[src/rtl/seq_match_display.sv]
// seq_match_display: serial pattern detector feeding a BCD match counter that is
// scanned across eight multiplexed seven-segment digits (two four-digit banks).
// Pipeline: p0 = detector history/fill, p1 = BCD count, registered display outputs.
// Build option: define SEQ_MATCH_OVERLAP_EN for overlapping detection; left
// undefined, the history restarts after every match.
module seq_match_display #(
  parameter int                 PAT_LEN  = 4,
  parameter logic [PAT_LEN-1:0] PATTERN  = 4'b1101,
  parameter int                 DIGITS   = 8,
  parameter int                 SCAN_DIV = 100000
) (
  input  logic       clk,
  input  logic       reset,
  input  logic       s,
  input  logic       s_valid,
  input  logic       clr,
  output logic       match,
  output logic [6:0] a_to_g0,
  output logic [6:0] a_to_g1,
  output logic [7:0] an
);

  localparam int FILL_W = $clog2(PAT_LEN + 1);
  localparam int DIV_W  = $clog2(SCAN_DIV);
  localparam logic [FILL_W-1:0] FILL_FULL = FILL_W'(PAT_LEN);
  localparam logic [DIV_W-1:0]  DIV_LAST  = DIV_W'(SCAN_DIV - 1);
  localparam logic [2:0]        IDX_LAST  = 3'(DIGITS - 1);

  typedef enum logic [1:0] {ST_FILL, ST_ARMED, ST_HIT} state_t;

  state_t              state, state_nx;
  logic [PAT_LEN-1:0]  hist_p0, hist_sh, hist_nx;
  logic [FILL_W-1:0]   fill_p0, fill_sh, fill_nx;
  logic                complete;
  logic [7:0][3:0]     cnt_p1, cnt_nx;
  logic                carry;
  logic [7:0]          lead;
  logic                lead_acc;
  logic [DIV_W-1:0]    div;
  logic [2:0]          idx, idx_nx;
  logic [6:0]          seg_nx;

  // Accepted-bit count saturates once the history window is full.
  function automatic logic [FILL_W-1:0] sat_fill(input logic [FILL_W-1:0] f);
    return (f == FILL_FULL) ? f : f + 1'b1;
  endfunction

  // Active-high segments, [6]=a .. [0]=g; non-BCD codes stay dark.
  function automatic logic [6:0] seg_decode(input logic [3:0] d);
    case (d)
      4'd0:    return 7'h7E;
      4'd1:    return 7'h30;
      4'd2:    return 7'h6D;
      4'd3:    return 7'h79;
      4'd4:    return 7'h33;
      4'd5:    return 7'h5B;
      4'd6:    return 7'h5F;
      4'd7:    return 7'h70;
      4'd8:    return 7'h7F;
      4'd9:    return 7'h7B;
      default: return 7'h00;
    endcase
  endfunction

  // ---- p0: detector history, completion test and FSM next state ----
  // Clear wins over a simultaneous valid bit, which is then dropped.
  always_comb begin
    hist_sh  = {hist_p0[PAT_LEN-2:0], s};
    fill_sh  = sat_fill(fill_p0);
    complete = s_valid && !clr && (hist_sh == PATTERN) && (fill_sh == FILL_FULL);
    hist_nx  = hist_p0;
    fill_nx  = fill_p0;
    if (clr) begin
      hist_nx = '0;
      fill_nx = '0;
    end else if (s_valid) begin
`ifdef SEQ_MATCH_OVERLAP_EN
      hist_nx = hist_sh;
      fill_nx = fill_sh;
`else
      if (complete) begin
        hist_nx = '0;
        fill_nx = '0;
      end else begin
        hist_nx = hist_sh;
        fill_nx = fill_sh;
      end
`endif
    end
    state_nx = (fill_nx == FILL_FULL) ? ST_ARMED : ST_FILL;
    if (complete) state_nx = ST_HIT;
    match = (state == ST_HIT);
  end

  // Detector state registers.
  always_ff @(posedge clk or negedge reset) begin
    if (!reset) begin
      state   <= ST_FILL;
      hist_p0 <= '0;
      fill_p0 <= '0;
    end else begin
      state   <= state_nx;
      hist_p0 <= hist_nx;
      fill_p0 <= fill_nx;
    end
  end

  // ---- p1: BCD counter, carry ripples through all digits in one cycle ----
  // Nibbles at or above DIGITS never change, so the all-nines case wraps to zero.
  always_comb begin
    cnt_nx = cnt_p1;
    carry  = complete;
    for (int k = 0; k < 8; k++) begin
      if (k < DIGITS && carry) begin
        if (cnt_p1[k] == 4'd9) begin
          cnt_nx[k] = 4'd0;
        end else begin
          cnt_nx[k] = cnt_p1[k] + 4'd1;
          carry     = 1'b0;
        end
      end
    end
    if (clr) cnt_nx = '0;
  end

  // Counter register.
  always_ff @(posedge clk or negedge reset) begin
    if (!reset) cnt_p1 <= '0;
    else        cnt_p1 <= cnt_nx;
  end

  // ---- display: scan index and leading-zero blanking from the p1 count ----
  // lead[k] is set when nibble k or any higher nibble is nonzero.
  always_comb begin
    lead     = '0;
    lead_acc = 1'b0;
    for (int k = 7; k >= 0; k--) begin
      lead_acc = lead_acc | (cnt_p1[k] != 4'd0);
      lead[k]  = lead_acc;
    end
    idx_nx = idx;
    if (div == DIV_LAST) idx_nx = (idx == IDX_LAST) ? 3'd0 : idx + 3'd1;
    seg_nx = (idx_nx == 3'd0 || lead[idx_nx]) ? seg_decode(cnt_p1[idx_nx]) : 7'h00;
  end

  // Scan divider and registered digit enables/segments, all switching together.
  always_ff @(posedge clk or negedge reset) begin
    if (!reset) begin
      div     <= '0;
      idx     <= '0;
      an      <= 8'h01;
      a_to_g0 <= 7'h7E;
      a_to_g1 <= 7'h00;
    end else begin
      div     <= (div == DIV_LAST) ? '0 : div + 1'b1;
      idx     <= idx_nx;
      an      <= 8'b1 << idx_nx;
      a_to_g0 <= idx_nx[2] ? 7'h00 : seg_nx;
      a_to_g1 <= idx_nx[2] ? seg_nx : 7'h00;
    end
  end

endmodule

[config.mk]
export PLATFORM = sky130hd
export DESIGN_NAME = seq_match_display
export DESIGN_NICKNAME = d
export VERILOG_FILES = /design/src/rtl/seq_match_display.sv
export SDC_FILE = /design/constraint.sdc
export NUM_CORES = 1
export LEC_CHECK = 0
export CAP_MARGIN = 15
export CORE_ASPECT_RATIO = 1.1
export CORE_MARGIN = 1
export CORE_UTILIZATION = 60
export DETAILED_ROUTE_END_ITERATION = 7
export GPL_ROUTABILITY_DRIVEN = 0
export PLACE_DENSITY_LB_ADDON = 0.05
export SYNTH_ARGS = -nofsm -noshare
export SYNTH_HDL_FRONTEND = slang
export SYNTH_SLANG_ARGS = --single-unit
[constraint.sdc]
create_clock -name clk -period 3.25 [get_ports clk]
set_input_delay 0.65 -clock clk [delete_from_list [all_inputs] [get_ports clk]]
set_output_delay 0.65 -clock clk [all_outputs]
set_load 0.02 [all_outputs]
Yosys cells after proc, flatten, opt, wreduce, memory -nomap -nowiden. Memories as Yosys holds them, arrays and structs flattened. Cells that the tools add are included.

Multipliers: 0. Add/subtract/negate cells: 11. $lt $le $gt $ge: 1. Bitwise gates (word level): 7. Equal/unequal tests: 15. Shift operators: 1. Divide/modulo/power cells: 0. Muxes and demuxes: 50. Reduce and logical (&&, ||, !) cells: 23.

Operator list (number): 4-bit two-way mux (17); 4-bit == test (second input constant) (9); 4-bit by 1-bit adder with 4-bit output (second input constant) (8); 32-bit two-way mux (1); 4-bit nonzero test (8); 3-bit two-way mux (9); 7-bit two-way mux (3); 2-bit nonzero test (9); 17-bit by 1-bit adder with 17-bit output (second input constant) (1); 17-bit == test (second input constant) (1); 17-bit two-way mux (1); 1-bit two-way mux (16); 4-bit binary-select mux with 3-bit select (1); 3-bit == test (second input constant) (4); 1-bit by 3-bit left shift with 8-bit output (first input constant) (1); 1-bit OR (7); 3-bit by 1-bit adder with 3-bit output (second input constant) (2); 3-bit by 4-bit < comparator with 1-bit output (second input constant) (1); 1-bit binary-select mux with 3-bit select (1); 1-bit logical AND (3); 3-bit zero test (1); 2-bit == test (second input constant) (1); 2-bit two-way mux (1); 1-bit zero test (1); 1-bit logical OR (1).

Memories kept: 1. Memory bits (writable): 0. Output and inout port bits: 23. Logic and storage cells: 125. Input port bits: 5. Bits in registers: 82. Bits in latches: 0. ROM bits: 112.

Memory list: (no name shown) (depth 16, width 7, rd ports 1, clocked after memory_dff 0, write ports 0, RTL line 50) `case (d)`.

Depth between registers and ports, before layout. Gate-level depths: netlist of run 1.

Depth after elaboration: 13. Mapped depth: 15. Mapped depth without buffers: 13.

Worst setup path before layout of run 1. Ideal clock, no wire load.

Path type: flip-flop to flip-flop. Start point: register div[0]. End point: register a_to_g1[2]. Clock period less this slack: 2884 ps. Data required time: 3126 ps. Path slack: 366 ps. Data arrival time: 2760 ps. Setup time: 124 ps. Path buffers: 3. Stages on the path, launching flop included: 14. Cell sequence: dfrtp_1 -> ha_1 -> and4_1 -> buf_6 -> and4_4 -> buf_12 -> mux2_2 -> buf_2 -> o221ai_1 -> nand2_1 -> ha_1 -> or2_0 -> a32oi_1 -> nor2_1.

Longest elaborated chain between the ends: 7. Elaborated cells on any way between the ends: 11. Those cells by class: eq/ne: 1; mux: 7; reduce/logical: 2; memory: 1.

RTL lines: start: declaration (RTL line 39) `logic [DIV_W-1:0] div;`; start signal: assignment (RTL line 155) `div <= (div == DIV_LAST) ? '0 : div + 1'b1;`; 17-bit == test (*) (RTL line 142) `if (div == DIV_LAST) idx_nx = (idx == IDX_LAST) ? 3'd0 : idx + 3'd1;`; 3-bit two-way mux (*) (RTL line 142); via idx_nx[1] (RTL line 40) `logic [2:0] idx, idx_nx;`; 4-bit binary-select mux with 3-bit select / 1-bit binary-select mux with 3-bit select (equally long branches) (RTL line 143) `seg_nx = (idx_nx == 3'd0 || lead[idx_nx]) ? seg_decode(cnt_p1[idx_nx]) : 7'h00;`; 4-bit two-way mux (not written as such) / 1-bit two-way mux (equally long branches) (RTL line 143); memory read 16 x 7 bit / 1-bit logical OR (equally long branches); 7-bit two-way mux (*) (RTL line 143); 7-bit two-way mux (*) (RTL line 159) `a_to_g1 <= idx_nx[2] ? seg_nx : 7'h00;`; end signal: assignment (RTL line 159); end: declaration (RTL line 19) `output logic [6:0] a_to_g1,`.

The timed path passes the listed nets; every way through them passes the cells marked *. The select of a mux whose other input is x is not followed. A chain may end at the register's enable or synchronous reset.

Worst setup path after layout of run 1.
Start point: register div[0]. End point: register a_to_g1[2].

Longest elaborated chain between the ends: 7. Elaborated cells on any way between the ends: 11. Those cells by class: eq/ne: 1; mux: 7; reduce/logical: 2; memory: 1.

RTL lines (RTL line): 17-bit == test (*) (142); 3-bit two-way mux (*) (142); 4-bit binary-select mux with 3-bit select / 1-bit binary-select mux with 3-bit select (equally long branches) (143); 4-bit two-way mux (not written as such) / 1-bit two-way mux (equally long branches) (143); memory read 16 x 7 bit / 1-bit logical OR (equally long branches); 7-bit two-way mux (143); 7-bit two-way mux (*) (159).

Every way passes the cells marked *; elsewhere a longest branch is shown, timed or not. The select of a mux whose other input is x is not followed.

==> results of run 1 <==
cells by family (layout without fill, tap and decap cells):
family	count (synthesis)	count (layout)	synth area share
mux	19	19	0.0446
xor+xnor	20	20	0.0376
flops	82	82	0.443
buf+inv	45	84	0.0449
simple gates	196	196	0.216
fa+ha+maj	34	34	0.0913
compound gates	84	84	0.123
layout make-up:
cell class	count	area share
clock inverter	7	0.0103
sequential	82	0.395
multi-input combinational	353	0.458
clock buffer	9	0.0237
inverter	32	0.0240
tap	105	0.0252
timing repair buffer	36	0.0642
critical path, delay by kind of cell (launching register included):
kind,cells,cell delay [ns]
adders and majority gates,2,0.45
and+or+nand+nor,4,0.97
DFF,1,0.40
AOI/OAI and AO/OA,3,0.63
muxes,1,0.48
power by group through the flow:
stage	clock network (mW)	registers, mW	logic [mW]
6_report	0.674	1.04	0.0842
3_3_place_gp	0	1.06	0.0836
5_1_grt	0.727	1.05	0.0973
3_5_place_dp	0	1.06	0.0867
4_1_cts	0.681	1.04	0.0867
2_1_floorplan	0	1.06	0.0488
per-layer routing:
metal,part of all wire,vias to the layer above,global-route usage
met5,0,-,0
met4,0.017,0,0.0875
met3,0.040,13,0.0358
met2,0.49,68,0.409
met1,0.45,1749,0.322
li1,-,1759,-
worst max-delay path by stage:
stage	endpoint	slack, ns	depth (start not counted)
after floorplan	a_to_g1[2]	0.37	13
after detailed placement	a_to_g1[1]	0.17	12
after global routing	a_to_g1[2]	0.004	10
final	a_to_g1[2]	0.20	10
after CTS	a_to_g1[1]	0.14	12
after global placement	a_to_g1[2]	0.28	10
timing repair:
| item | in CTS | in global routing |
|---|---|---|
| buffers inserted | 0 | 2 |
| resized for setup | 0 | 2 |
| endpoints found under the setup margin | 0 | 14 |
registers in the layout, summed over array words and instances (netlist names):
| signal | count |
|---|---|
| div | 17 |
| a_to_g0 | 7 |
| cnt_p1 | 32 |
| a_to_g1 | 7 |
| an | 8 |
| fill_p0 | 3 |
| idx | 3 |
| hist_p0 | 3 |
| state | 2 |
cell usage in the layout (no fill, tap or decap), types with 2 or more instances in the layout:
| master | netlist | layout |
|---|---|---|
| xor2_1 | 8 | 8 |
| mux2_2 | 4 | 4 |
| inv_2 | 2 | 2 |
| a31oi_1 | 7 | 7 |
| and4b_1 | 2 | 2 |
| a41oi_1 | 2 | 2 |
| mux2i_1 | 14 | 14 |
| or2_2 | 3 | 3 |
| nand3_1 | 27 | 27 |
| a211oi_1 | 7 | 7 |
| o31ai_1 | 2 | 2 |
| nand4b_1 | 3 | 3 |
| ha_1 | 34 | 34 |
| and2_1 | 2 | 2 |
| clkbuf_8 | 0 | 9 |
| nand4_1 | 4 | 4 |
| nor3b_1 | 3 | 3 |
| o21bai_2 | 2 | 2 |
| nand2_1 | 42 | 42 |
| xnor2_1 | 12 | 12 |
| or3_1 | 4 | 4 |
| inv_6 | 0 | 2 |
| clkdlybuf4s50_1 | 0 | 26 |
| clkinv_4 | 1 | 2 |
| and4_1 | 4 | 3 |
| dfstp_2 | 7 | 7 |
| buf_4 | 0 | 10 |
| nor3_1 | 10 | 10 |
| nor2_1 | 61 | 61 |
| o221ai_1 | 8 | 8 |
| nand3b_1 | 8 | 8 |
| nor2b_1 | 8 | 8 |
| o21ai_0 | 14 | 14 |
| dfrtp_1 | 75 | 75 |
| nor4b_1 | 3 | 3 |
| and3_1 | 4 | 4 |
| a21o_1 | 2 | 2 |
| clkinvlp_4 | 0 | 3 |
| a21oi_1 | 26 | 26 |
| inv_1 | 28 | 28 |
==> metrics, run 1 <==
status=finished clean; Tightest Pin Transition=1.01 ns; wire per inst=14.7 um; # setup viols final=0; Die ar.=8120 um2; global route overflow=0; Vias/cell=5.75; YS warnings=0; vias in the first global route=3368; die height=94.4 um; max-slew violations=0; initial antenna violation count=0; pre-CTS worst setup slack=0.168 ns; Peak Freq=327 MHz; Final Instance Area=5220 um2; Avg Inst Size Synth=9.70 um2; Psw=0.461 mW; Routed WL=9150 um; register area=2060 um2; first-pass GRT wire length=15500 um; CP Max Fanout=15; CP Data Arrival Time=3.30 ns; area of the multi-input gates=2390 um2; initial core utilization=0.623; critical path's slowest cell=mux2_2; startpoint types=flip-flop; Top FF cell, synth=dfrtp_1; Comb pwr share=0.047; CTS Buffer Depth=2; slack of the critical path=0.196 ns; RSZ-0062 raised after global routing=false; DP Area=5020 um2; R2R cell count=10; dpl cells=606; Pleak=2.31 nW; Period minus WS final=3.05 ns; die width=86 um; Synth Register Bits=82; H-tree depth=3; top-count cell post-synth=dfrtp_1; Core Util, Final=0.698; port bufs=27; post-detail-place hpwl=6570 um; via count=3589; clock slew at reported path FFs=0.09 ns; I/O Pins=28; hold_buf cts=0; synthesized cell area=4660 um2; sum of negative setup slack=0 ns; fin cells=624; r2r setup slk=0.20 ns; area delta synth->final=12.1%; DRC viols=0; HP Class=in -> async; layout cells sized above 1=0.110; Synth Instances=480; Fill cells=596; Clk pwr share=0.374; crit-path cells=ha_1 > and4_2 > and4_4 > mux2_2 > a211oi_1 > o22ai_1 > ha_1 > or2_0 > a32oi_1 > nor2_1; Power Dens Cells=345 nW/um2; Net Sw Frac=0.256; largest net degree at the start of global routing=83; Most common cell on crit path=ha_1; Synthesized Nets=519; total power=1.80 mW; register area share after synthesis=0.443; IR drop worst, VDD=202 uV; R2R Path Start=div[0]; commonest cells in the netlist=dfrtp_1, nor2_1, nand2_1, ha_1, inv_1; core outline area=7470 um2; worst reg2reg path endpoint=a_to_g1[2]; Req. time, crit path=3.50 ns; slew margin rel.=0.328; Diodes inserted=0; share of Yosys cell area claimed by the top area cell type=0.403; hold_ws=0.442 ns; gr usage total=0.244; drt initial violations=174; CP endpoint kind=flip-flop; post-route clock period utilization=0.940; Critical path origin=div[0]; Skew-Pair Late Insertion Delay=0.36 ns; TritonCTS clock tree=done; sequential power share=0.580; Core Rows=33; Internal=1.34 mW; count of final hold-check violations=0; fraction of registers with async set/reset=1.00; post-synth cell types=63; slowest cell delay on critical path=0.48 ns; Final #Nets=553; ANT nets after route=0; critical path class=reg -> reg; clock skew=0.00917 ns; Max-Cap Viols=0; Yosys top cell by area=dfrtp_1; CTS Root Cell=clkbuf_8; CTS sink count=82; dominant cells by area after synthesis=dfrtp_1, ha_1, nor2_1, dfstp_2, nand2_1; cts bufs inserted=9; EDFF count, synth=0; first drt pass iteration count=6
Note: power is estimated with default switching activity, not from simulation.
==> run 2, diff against run 1 <==
Settings changed: ABC_AREA set to 0.
==> results of run 2 <==
The final DEF is identical to that of run 1; final timing and power are the same.
==> run 3, diff against run 2 <==
Settings changed: TNS_END_PERCENT set to 1.
==> results of run 3 <==
The final DEF is identical to that of run 1; final timing and power are the same.
